### config.mk
export PLATFORM = sky130hd
export DESIGN_NAME = cr_kme_fifo_arb
export DESIGN_NICKNAME = d
export VERILOG_FILES = /design/src/rtl/cr_kme_fifo_arb.sv
export SDC_FILE = /design/constraint.sdc
export NUM_CORES = 1
export LEC_CHECK = 0
export ABC_CLOCK_PERIOD_IN_PS = 8140
export CAP_MARGIN = 5
export CELL_PAD_IN_SITES_DETAIL_PLACEMENT = 2
export CELL_PAD_IN_SITES_GLOBAL_PLACEMENT = 2
export CORE_ASPECT_RATIO = 1.2
export CORE_MARGIN = 1
export CORE_UTILIZATION = 22
export DETAILED_ROUTE_END_ITERATION = 6
export GPL_TIMING_DRIVEN = 0
export HOLD_SLACK_MARGIN = 0.06
export PLACE_DENSITY_LB_ADDON = 0.1
export SLEW_MARGIN = 30
export SYNTH_ARGS = -nofsm -noshare
export SYNTH_HDL_FRONTEND = slang
export SYNTH_SLANG_ARGS = --single-unit
### constraint.sdc
create_clock -name clk -period 8.14 [get_ports clk]
set_clock_uncertainty 0.2 [all_clocks]
set_input_delay 1.628 -clock clk [delete_from_list [all_inputs] [get_ports clk]]
set_output_delay 1.628 -clock clk [all_outputs]
set_load 0.02 [all_outputs]
### src/rtl/cr_kme_fifo_arb.sv
// Packet-locked round-robin arbiter feeding the KME staging FIFO write port; latency 1 cycle (ack -> fifo_in_valid).
// Backpressure: fifo_in_stall holds the registered stage and suppresses req_ack until the stage can drain.
module cr_kme_fifo_arb #(
   parameter int N_REQ   = 4,
   parameter int DATA_W  = 71,
   parameter int EOT_BIT = 70
) (
   input  logic                       clk,
   input  logic                       rst,
   input  logic [N_REQ-1:0]           req_valid,
   input  logic [N_REQ*DATA_W-1:0]    req_data,
   output logic [N_REQ-1:0]           req_ack,
   output logic [DATA_W-1:0]          fifo_in,
   output logic                       fifo_in_valid,
   input  logic                       fifo_in_stall,
   output logic [$clog2(N_REQ)-1:0]   grant_id,
   output logic                       busy
);

   localparam int ID_W = $clog2(N_REQ);

   localparam logic [0:0] ST_IDLE = 1'b0;
   localparam logic [0:0] ST_PKT  = 1'b1;

   logic [0:0]        state;
   logic [ID_W-1:0]   rr_ptr;
   logic              out_vld;
   logic [DATA_W-1:0] out_data;

   logic              drain;
   logic              load_ok;
   logic              pick_found;
   logic [ID_W-1:0]   pick_id;
   logic [ID_W:0]     cand;
   logic              sel_vld;
   logic [ID_W-1:0]   sel_id;
   logic [ID_W-1:0]   sel_next;
   logic [DATA_W-1:0] sel_data;
   logic              accept;
   logic              sel_eot;

   assign fifo_in       = out_data;
   assign fifo_in_valid = out_vld & ~fifo_in_stall;
   assign drain         = fifo_in_valid;
   assign load_ok       = ~out_vld | drain;
   assign busy          = (state == ST_PKT);

   // Descending scan so the candidate closest to rr_ptr wins.
   always_comb begin
      pick_found = 1'b0;
      pick_id    = '0;
      cand       = '0;
      for (int k = N_REQ - 1; k >= 0; k--) begin
         cand = {1'b0, rr_ptr} + (ID_W + 1)'(k);
         if (cand >= (ID_W + 1)'(N_REQ)) begin
            cand = cand - (ID_W + 1)'(N_REQ);
         end
         if (req_valid[cand[ID_W-1:0]]) begin
            pick_found = 1'b1;
            pick_id    = cand[ID_W-1:0];
         end
      end
   end

   always_comb begin
      if (state == ST_PKT) begin
         sel_id  = grant_id;
         sel_vld = req_valid[grant_id];
      end else begin
         sel_id  = pick_id;
         sel_vld = pick_found;
      end
   end

   assign sel_data = req_data[int'(sel_id) * DATA_W +: DATA_W];
   assign sel_eot  = sel_data[EOT_BIT];
   assign sel_next = (sel_id == ID_W'(N_REQ - 1)) ? '0 : sel_id + 1'b1;
   // Gating with rst keeps req_ack at its reset value while reset is held.
   assign accept   = sel_vld & load_ok & ~rst;

   always_comb begin
      req_ack = '0;
      if (accept) begin
         req_ack[sel_id] = 1'b1;
      end
   end

   always_ff @(posedge clk or posedge rst) begin
      if (rst) begin
         state    <= ST_IDLE;
         rr_ptr   <= '0;
         out_vld  <= 1'b0;
         out_data <= '0;
         grant_id <= '0;
      end else begin
         if (accept) begin
            out_data <= sel_data;
            out_vld  <= 1'b1;
            grant_id <= sel_id;
            if (sel_eot) begin
               state  <= ST_IDLE;
               rr_ptr <= sel_next;
            end else begin
               state  <= ST_PKT;
            end
         end else if (drain) begin
            out_vld <= 1'b0;
         end
      end
   end

endmodule

Word level (Yosys, flattened, before mapping)
Index checks and enable logic that the tools add are counted.

Register bits after elaboration: 77. Input bits: 291. Output and inout bits: 79. Logic and storage cells: 68.

Add/subtract/negate cells: 8. Multipliers: 1. Order comparisons: 11. Equality and inequality tests: 1. Shift operators: 1. Mux-type cells: 31. Bitwise gates (word level): 7. Reductions and logical operators: 3.

Operator list (count): variable part select 284 x 10 -> 71 bit (1); 2-to-1 mux 2 bit (10); less-than comparator 2 x 3 -> 1 bit (second input constant) (6); 2-to-1 mux 1 bit (14); binary-select mux 1 bit (select 2 bit) (5); greater-or-equal comparator 3 bit (second input constant) (3); multiplier 2 x 7 -> 9 bit (second input constant) (1); subtractor 2 x 1 -> 2 bit (second input constant) (4); adder 2 x 2 -> 3 bit (second input constant) (2); 2-to-1 mux 4 bit (1); adder 2 x 1 -> 3 bit (second input constant) (1); bitwise AND 1 bit (3); greater-or-equal comparator 2 x 3 -> 1 bit (second input constant) (1); inverter 1 bit (3); adder 2 x 1 -> 2 bit (second input constant) (1); demux 1 bit (select 2 bit) (1); == test 2 bit (second input constant) (1); greater-or-equal comparator 2 x 1 -> 1 bit (second input constant) (1); AND reduction 2 bit (1); nonzero test 2 bit (1); logical AND 1 bit (1); bitwise OR 1 bit (1).

Logic depth before layout (Yosys ltp)
Word-level depth: 15. Mapped depth: 10.

Worst setup path before layout
No wires, ideal clock.

Path type: input-to-output. Start: input port rst. End: output port req_ack[0]. Arrival time: 4.287 ns. Data required time: 6.312 ns. Path slack: 2.025 ns. Stages: 5. Cell sequence: inv_1 > o2111ai_2 > buf_4 > buf_2 > nor2_1.

Cells in the longest elaborated chain, start to end: 3.

RTL lines: from (decl) (line 9) `input logic rst,`; inverter 1 bit (line 79) `assign accept = sel_vld & load_ok & ~rst;`; bitwise AND 1 bit (line 79); 2-to-1 mux 4 bit (line 83) `if (accept) begin`; to (decl) (line 12) `output logic [N_REQ-1:0] req_ack,`.

Every way passes these cells.

Worst setup path after layout
Start: input port req_valid[0]. End: output port req_ack[2].

Cells in the longest elaborated chain, start to end: 12. Elaborated cells on any way between the ends: 28. Classes of those cells: order compare (2); mux (23); bitwise (2); reduce/logical (1).

RTL lines: from (decl) (line 10) `input logic [N_REQ-1:0] req_valid,`; binary-select mux 1 bit (select 2 bit) (line 58) `if (req_valid[cand[ID_W-1:0]]) begin`; 2-to-1 mux 1 bit (implied by the code) (line 58); 2-to-1 mux 2 bit (3 in a row) (line 58); 2-to-1 mux 2 bit * (line 58); 2-to-1 mux 2 bit * (line 66) `if (state == ST_PKT) begin`; via sel_id[1] (line 36) `logic [ID_W-1:0] sel_id;`; less-than comparator 2 x 3 -> 1 bit (implied by the code) / greater-or-equal comparator 2 x 1 -> 1 bit (equally long branches) (line 84) `req_ack[sel_id] = 1'b1;`; logical AND 1 bit (implied by the code) (line 84); 2-to-1 mux 1 bit (implied by the code) (line 84); demux 1 bit (select 2 bit) * (line 84); 2-to-1 mux 4 bit * (line 83).

Mark *: on every way through the listed nets, which the timed path passes. The rest lies on a longest branch. The select of a mux whose other input is x is not followed.

==> key figures <==
Power
  • Lkg Pwr: 3.875 nW
  • VDD IR max: 0.1067 mV
  • Power Density: 333.4 nW/um2

Global routing
  • GR Overflow Total: 0
  • GR Util met3: 5.816%
  • Largest net degree at the start of global routing: 59
  • Antenna violations before repair: 1
  • Vias in the first global route: 6355
  • Total GRT Usage: 20.34%
  • First-pass GRT wire length: 37.61 mm
  • Met2 usage: 39.09%
  • GRT Max-Usage Layer: met2
  • Met1 Use GR: 20.41%

Synth
  • Post-synthesis net count: 755
  • Mux contribution to synthesized area: 27.69%
  • Post-synth ARST share: 100.0%
  • Synthesis Warnings: 0
  • Average size of a mapped cell: 11.61 um2
  • Synthesized-area fraction occupied by adder cells: 0.9372%
  • Post-synthesis compound-gate area fraction: 22.33%
  • Mapped Cells: 460
  • Largest family of logic cells by synthesized area: multiplexers
  • Post-synth EDFFs: 0
  • Simple logic cell fraction of the synthesized area: 7.006%
  • Seq cells post-synth: 77
  • Register area share after synthesis: 36.08%
  • Xor/xnor share of the synthesized area: 0%
  • Main synth FF type: dfrtp_1
  • Mapped Area: 5340 um2
  • Library cells used by synthesis: 35

Floorplan
  • Die ar.: 24900 um2
  • Die Width: 144.2 um
  • Row Count: 62
  • Core area: 23890 um2
  • Starting Density: 22.35%
  • IO Count: 370
  • Vert. Die Dim: 172.7 um

Clocking
  • Post-CTS Setup Inserts: 0
  • Clk Tree Root Cell: clkbuf_16
  • PostCTS Resize Cnt: 0
  • Clk buf depth: 2
  • CTS tree: yes
  • Clock Latency Late Sink: 340 ps
  • Hold_buf cts: 0
  • Cts bufs inserted: 9
  • # clock sinks: 77
  • H-tree levels: 3
  • Clock slew at reported path FFs: 70 ps

Detailed routing
  • Post-route ant nets: 0
  • Avg Vias per Cell: 4.648
  • Via count: 5429
  • Drt drc: 0
  • WL/cell: 21.88 um
  • First-pass DRT Iterations: 4
  • Initial DRC count: 143
  • Final wirelength: 25.56 mm

Place
  • Hpwl dp: 21.13 mm
  • Gpl congestion: 0.8016
  • Port Buffers: 369

STA
  • Final period util: 76.04%
  • Worst-Margin Slew: 537.8 ps
  • Final hold viol count: 0
  • Final Max Tran Viols: 0
  • RSZ-0062 raised after global routing: no
  • Relative slew slack: 64.15%
  • Setup_tns: 0 ps
  • # setup viols final: 0
  • F_max: 161.6 MHz
  • Minimum clock period: 6190 ps

Worst setup path
  • Worst setup SP type: input pin
  • Arr. time, crit path: 4360 ps
  • Critical path class: in2out
  • Worst setup EP type: primary output
  • Path depth of the worst reg2reg path: 9
  • CP required: 6310 ps
  • Peak fanout along the critical path: 11

Hold path
  • WHS Path Cells: 2
  • Worst min path class: reg2reg

Status
  • Status: complete, no violations

Flow run
  • Max_cap viols: 0

Layout
  • Share of cells above drive strength 1: 15.48%
  • Syn-to-layout area delta: 82.73%
  • Most frequent cells in the layout: 369 x clkdlybuf4s50_1, 141 x mux2i_1, 80 x nand2_1
  • Final Net Count: 1136
  • Final Util: 40.84%
  • Most common cell after layout, fill and taps aside: clkdlybuf4s50_1
## registers in the layout, indices dropped and copies added (netlist names)
signal	count
rr_ptr	2
out_vld	1
grant_id	2
fifo_in	71
busy	1
## where the power goes
part           total, mW  switching (mW)  internal (mW)
sequential         0.685           0.115          0.571
combinational       2.17            1.15           1.02
clock              0.396           0.172          0.223
## layer usage
layer	vias up	part of all wire [%]
met5	-	0
met4	0	2.1
met3	26	8.6
met2	236	54
met1	2671	36
li1	2496	-
## worst paths after layout
path                               from  slack [ps]     endpoint
setup / recovery           req_valid[0]        1950   req_ack[2]
hold / removal              fifo_in[70]         290  fifo_in[70]
setup reg to reg              rr_ptr[0]        5480  fifo_in[21]
hold reg to reg             fifo_in[70]         290  fifo_in[70]
max in group asynchronous           rst        5730  fifo_in[46]
min in group asynchronous           rst        1400   fifo_in[9]
## worst max-delay path, cell delays in order
cell and delay, ps:
clkdlybuf4s50_1 530, a21o_1 230, a21oi_1 180, a22o_1 180
buf_6 170, buf_4 230, buf_4 270, ha_1 180
inv_1 40, nor2_1 80, clkdlybuf4s50_1 630
## cells by family (layout without fill, tap and decap cells)
kind of cell,count (synthesis),after routing
flip-flops,77,77
multiplexers,145,145
adder cells (fa/ha/maj),4,4
AO/OA/AOI/OAI,89,89
AND/OR/NAND/NOR,93,93
buffers and inverters,52,438
other,0,2
## cell usage after synthesis (3+ instances only)
master / n / share of area, %
o221ai_2: 68 / 19
buf_2: 17 / 1.6
inv_1: 10 / 0.70
dfrtp_1: 77 / 36
ha_1: 4 / 0.94
a21oi_1: 4 / 0.37
buf_4: 9 / 1.3
o21ai_1: 3 / 0.28
clkbuf_1: 6 / 0.42
mux2_4: 3 / 0.84
nor2_1: 5 / 0.35
buf_6: 9 / 1.9
nand2_1: 80 / 5.6
mux2i_1: 141 / 26
## final cells by class
type                    instances  area, um2
clock buffers                  11      252.7
repair buffers                370       3721
inverters                      11      46.29
diodes                          2      5.005
well taps                     320      400.4
multi-input cells             331       3095
flip-flops and latches         77       1927
fillers                      2607      14130
plain buffers                  41      276.5
clock inverters                 5      33.78
## through the flow
step	cells	setup slack [ps]	cell area, um2	power [mW]	hold WS (ps)
global placement	1149	-249.3	9434	2.844	267.7
CTS	1166	1893	9753	3.321	295.8
detailed placement	1150	1892	9467	2.907	277.9
finish	1168	1950	9758	3.253	288.4
global route	1167	1755	9756	3.462	311.5
floorplan	460	2025	5340	2.024	264.3
(Power assumes the default switching activity.)
